--- src/rtl/usb_hub_upstream_arbiter.sv ---
// usb_hub_upstream_arbiter
// Round-robin arbiter for the hub's single upstream transmit path. One port is
// granted at a time and keeps the grant until it signals end-of-packet; every
// release is followed by a fixed turnaround gap, and new grants are deferred
// while the host is driving downstream traffic.
// Optional feature macro: USB_HUB_ARB_TIMEOUT_EN -- revokes a grant held for
// TIMEOUT_CYCLES cycles and pulses timeout_pulse. Without it timeout_pulse is 0.

module usb_hub_upstream_arbiter #(
    parameter int NUM_USB_DEVICES = 2,
    parameter int GAP_CYCLES      = 4,
    parameter int TIMEOUT_CYCLES  = 1024,
    localparam int IDX_W = (NUM_USB_DEVICES > 1) ? $clog2(NUM_USB_DEVICES) : 1
) (
    input  logic                       hi_clock,
    input  logic                       reset,
    input  logic [NUM_USB_DEVICES-1:0] dev_req,
    input  logic [NUM_USB_DEVICES-1:0] dev_eop,
    input  logic                       host_busy,
    output logic [NUM_USB_DEVICES-1:0] dev_grant,
    output logic                       grant_valid,
    output logic [IDX_W-1:0]           grant_idx,
    output logic [1:0]                 arb_state,
    output logic                       timeout_pulse
);

    localparam int GAP_W = (GAP_CYCLES > 1) ? $clog2(GAP_CYCLES) : 1;

    // Pointer arithmetic is done one bit wider so last+k never overflows
    // before the explicit wrap against N.
    localparam logic [IDX_W:0]   N_W      = (IDX_W+1)'(NUM_USB_DEVICES);
    localparam logic [IDX_W-1:0] LAST_RST = IDX_W'(NUM_USB_DEVICES - 1);
    localparam logic [GAP_W-1:0] GAP_LOAD = GAP_W'(GAP_CYCLES - 1);

    typedef enum logic [1:0] {
        IDLE   = 2'd0,
        ACTIVE = 2'd1,
        GAP    = 2'd2
    } state_t;

    state_t               state;
    logic [IDX_W-1:0]     last;
    logic [GAP_W-1:0]     gap_cnt;

    logic                       sel_found;
    logic [IDX_W-1:0]           sel_idx;
    logic [NUM_USB_DEVICES-1:0] sel_onehot;
    logic                       eop_hit;

`ifdef USB_HUB_ARB_TIMEOUT_EN
    localparam int TO_W = $clog2(TIMEOUT_CYCLES);
    localparam logic [TO_W-1:0] TO_LAST = TO_W'(TIMEOUT_CYCLES - 1);
    logic [TO_W-1:0] to_cnt;
`else
    assign timeout_pulse = 1'b0;
`endif

    // Round-robin pick: scan last+1 .. last+N (mod N); scanning from the far
    // end down lets the nearest requester overwrite the others.
    always_comb begin
        logic [IDX_W:0] sum;
        sel_found = 1'b0;
        sel_idx   = '0;
        sum       = '0;
        for (int k = NUM_USB_DEVICES; k >= 1; k--) begin
            sum = {1'b0, last} + (IDX_W+1)'(k);
            if (sum >= N_W)
                sum = sum - N_W;
            if (dev_req[sum[IDX_W-1:0]]) begin
                sel_found = 1'b1;
                sel_idx   = sum[IDX_W-1:0];
            end
        end
    end

    // Decode the selected index into the one-hot grant vector, one bit per port.
    for (genvar i = 0; i < NUM_USB_DEVICES; i++) begin : g_onehot
        assign sel_onehot[i] = (sel_idx == IDX_W'(i));
    end

    // Only the owner's eop counts; dev_grant is one-hot so masking isolates it.
    assign eop_hit   = |(dev_eop & dev_grant);
    assign arb_state = state;

    // Arbiter FSM: grant in IDLE, hold in ACTIVE, fixed turnaround in GAP.
    always_ff @(posedge hi_clock or posedge reset) begin
        if (reset) begin
            state       <= IDLE;
            dev_grant   <= '0;
            grant_valid <= 1'b0;
            grant_idx   <= '0;
            last        <= LAST_RST;
            gap_cnt     <= '0;
`ifdef USB_HUB_ARB_TIMEOUT_EN
            to_cnt        <= '0;
            timeout_pulse <= 1'b0;
`endif
        end else begin
`ifdef USB_HUB_ARB_TIMEOUT_EN
            timeout_pulse <= 1'b0;
`endif
            case (state)
                IDLE: begin
                    if (!host_busy && sel_found) begin
                        dev_grant   <= sel_onehot;
                        grant_valid <= 1'b1;
                        grant_idx   <= sel_idx;
                        last        <= sel_idx;
                        state       <= ACTIVE;
`ifdef USB_HUB_ARB_TIMEOUT_EN
                        to_cnt      <= '0;
`endif
                    end
                end
                ACTIVE: begin
                    // An eop on the timeout edge wins: normal release, no pulse.
                    if (eop_hit) begin
                        dev_grant   <= '0;
                        grant_valid <= 1'b0;
                        gap_cnt     <= GAP_LOAD;
                        state       <= GAP;
                    end
`ifdef USB_HUB_ARB_TIMEOUT_EN
                    else if (to_cnt == TO_LAST) begin
                        dev_grant     <= '0;
                        grant_valid   <= 1'b0;
                        gap_cnt       <= GAP_LOAD;
                        state         <= GAP;
                        timeout_pulse <= 1'b1;
                    end else begin
                        to_cnt <= to_cnt + 1'b1;
                    end
`endif
                end
                GAP: begin
                    if (gap_cnt == '0)
                        state <= IDLE;
                    else
                        gap_cnt <= gap_cnt - 1'b1;
                end
                default: state <= IDLE;
            endcase
        end
    end

endmodule

--- config.mk ---
export PLATFORM = sky130hd
export DESIGN_NAME = usb_hub_upstream_arbiter
export DESIGN_NICKNAME = d
export VERILOG_FILES = /design/src/rtl/usb_hub_upstream_arbiter.sv
export SDC_FILE = /design/constraint.sdc
export NUM_CORES = 1
export LEC_CHECK = 0
export CORE_AREA = 2 2 39 41
export DETAILED_ROUTE_END_ITERATION = 7
export DIE_AREA = 0 0 41 43
export PLACE_DENSITY_LB_ADDON = 0.1
export SLEW_MARGIN = 15
export SYNTH_ARGS = -nofsm -noshare
export SYNTH_HDL_FRONTEND = slang
export SYNTH_SLANG_ARGS = --single-unit
--- constraint.sdc ---
create_clock -name hi_clock -period 1.72 [get_ports hi_clock]
set_clock_uncertainty 0.05 [all_clocks]
set_input_delay 0.172 -clock hi_clock [delete_from_list [all_inputs] [get_ports hi_clock]]
set_output_delay 0.172 -clock hi_clock [all_outputs]
set_load 0.005 [all_outputs]
==> results of run 1 <==
==> worst min-delay path by stage <==
stage           from           end  slack (ns)
5_1_grt        reset     grant_idx        0.18
3_3_place_gp   reset     grant_idx        0.42
6_report       reset     grant_idx        0.12
4_1_cts        reset  dev_grant[1]        0.13
3_5_place_dp   reset     grant_idx        0.41
2_1_floorplan  reset  arb_state[0]       -0.05
==> cells in the final DEF, fill, tap and decap left out, types with 2 or more instances in the layout <==
cell             instances
a21oi_1                  2
nor2_1                   4
nand2_1                  6
clkdlybuf4s50_1         12
inv_1                    4
clkbuf_4                 3
nor2_2                   2
a22oi_1                  2
o21ai_1                  5
dfrtp_1                  8
==> report_power, final <==
group          internal [mW]  switching (mW)
registers              0.317           0.118
clock network         0.0888          0.0649
logic                  0.280           0.194
total                  0.686           0.377
==> stage by stage <==
stage | area [um^2] | util | instances | total power, mW
after floorplan | 493.0 | - | 51 | 0.7311
after detailed placement | 614.3 | 0.4439 | 77 | 0.9233
after CTS | 640.6 | 0.4629 | 81 | 1.083
after global routing | 640.6 | 0.4629 | 81 | 1.175
after global placement | 614.3 | 0.4439 | 77 | 0.9079
final | 640.6 | 0.4629 | 81 | 1.063
==> flip-flops by register name (all words and copies together), names as in the netlist <==
| signal | flops |
|---|---|
| gap_cnt | 2 |
| dev_grant | 2 |
| arb_state | 2 |
| grant_idx | 1 |
| grant_valid | 1 |
| last | 1 |
==> layer usage <==
metal / vias to the layer above / GRT usage / part of all wire
met4: 0 / 0.08000 / 0.012
met5: - / 0 / 0
met2: 7 / 0.1844 / 0.47
li1: 199 / - / -
met3: 2 / 0.07853 / 0.033
met1: 172 / 0.1809 / 0.48
==> cells by family (layout without fill, tap and decap cells) <==
| group | Yosys count | count (layout) | share of synthesized area |
|---|---|---|---|
| multiplexers | 1 | 1 | 0.02284 |
| AND/OR/NAND/NOR | 16 | 16 | 0.1726 |
| flip-flops | 9 | 9 | 0.4594 |
| other | 1 | 1 | 0.007607 |
| adder cells (fa/ha/maj) | 1 | 1 | 0.02538 |
| AO/OA/AOI/OAI | 16 | 16 | 0.2259 |
| XOR/XNOR | 1 | 1 | 0.01777 |
| buffers and inverters | 6 | 20 | 0.06852 |
==> cell type report <==
cell class / count / area share
multi-input combinational: 36 / 0.3633
sequential: 9 / 0.3535
timing repair buffer: 12 / 0.1875
clock buffer: 4 / 0.04102
tap: 16 / 0.03125
inverter: 4 / 0.02344
==> run_results.csv, run 1 <==
group,metric,value,unit
clock_network,cts_resized,0,
critical_path,worstRegToRegCells,4,
layout,syn_to_final_growth,29.95,%
clock_network,cts_root_buf,"clkbuf_4",
sta,tns,0,ns
floorplan,die_y,43,um
critical_path,start_kind,"register",
critical_path,r2r_start,"arb_state[1]",
floorplan,rows,14,
synth,synth-warning-count,0,
critical_path,critical_path.cell_chain,"clkdlybuf4s50_1",
clock_network,cts_sinks,9,
clock_network,worstSkewPairLatency,0.25,ns
power,power_leakage,0.2821,nW
layout,nNetsFinal,74,
floorplan,die_w,41,um
run,drv_cap,0,
floorplan,initial_core_util,0.3562,
sta,setup_ws,0.1126,ns
critical_path,cp.buffers_inverters,1,
layout,fillerInstances,142,
critical_path,critical-path-slowest-cell,"clkdlybuf4s50_1",
layout,drive_gt1_frac,0.1538,
route,vias_per_cell,4.691,
route,wirelength,951,um
layout,multi_input_area,232.7,um^2
route,first_pass_iters,4,
critical_path,endpoint,"arb_state[1]",
floorplan,ioPinCount,14,
synth,synthArstFlopShare,1.000,
global_routing,grt_pass1_wl,1.593,mm
sta,slew_viol_final,0,
synth,yosysTopAreaCell,"dfrtp_1",
synth,syn-cell-area,493.0,um^2
clock_network,cts_inserted_buffers,3,
global_routing,grt_pass1_vias,355,
sta,rsz0062_at_grt,"false",
clock_network,clk_pin_slew,0.06,ns
sta,hold_ws,0.1225,ns
clock_network,clock_path_buffers,2,
critical_path,crit_type,"reg -> out",
synth,ys_top_cells_by_area,"dfrtp_1, dfstp_2, o21ai_1",
route,drt-initial-drc-count,10,
critical_path,r2r_end,"dev_grant[1]",
floorplan,core-area,1384,um^2
synth,synth_common_cells,"dfrtp_1, nand2_1, o21ai_1",
critical_path,startpoint,"arb_state[1]",
clock_network,htree_levels,1,
critical_path,worstPathArrival,1.39,ns
route,vias,380,
synth,netlist_instances,51,
layout,register_area,226.5,um^2
critical_path,cp_top_family,"buffers and inverters",
global_routing,antenna_found_initial,0,
global_routing,grt.overflow.total,0,
sta,finalHoldViolations,0,
route,routedWlPerCell,11.74,um
critical_path,cp.depth,1,
layout,diodes,0,
critical_path,r2r_slack,0.41,ns
synth,synth-edff-count,0,
sta,finalCritPeriodShare,0.9345,
synth,synth_top_area_share,0.4061,
critical_path,critical_path.max_fanout,11,
sta,fmax,622.1,MHz
synth,synth_ff_type,"dfrtp_1",
global_routing,track_usage,0.1426,
power,power_density,1660,nW/um^2
placed_design,dp_hpwl,761.1,um
clock_network,cts_setup_buffers,0,
synth,ys_types,26,
min_path,hold_path_class,"in -> async",
placed_design,pre_cts_ws,0.3519,ns
synth,synth.most_common_cell,"dfrtp_1",
sta,setup_viol,0,
clock_network,tritoncts,"built",
synth,synth.yosys.seq_area_share,0.4594,
critical_path,cp.required,1.50,ns
power,ir_drop,0.5769,mV
route,ant_nets,0,
placed_design,gp_congestion,0.6910,
critical_path,cp-end-kind,"output port",
synth,ys_seq_elements,9,
global_routing,grt_max_degree,12,
synth,postSynthAreaPerCell,9.666,um^2
outcome,outcome,"finished, final reports clean",
sta,period_needed,1.607,ns
placed_design,io_buffers,12,
floorplan,die_area,1763,um^2
clock_network,cts_hold_buf,0,
critical_path,slowest_delay,0.57,ns
route,drcViolationCount,0,
synth,synth_nets,59,
Note: power is estimated with default switching activity, not from simulation.
==> run 2: changes to the inputs <==
- ABC_CLOCK_PERIOD_IN_PS: default -> 1720
==> results of run 2 <==
No change in the layout: final DEF, timing and power equal those of run 1.
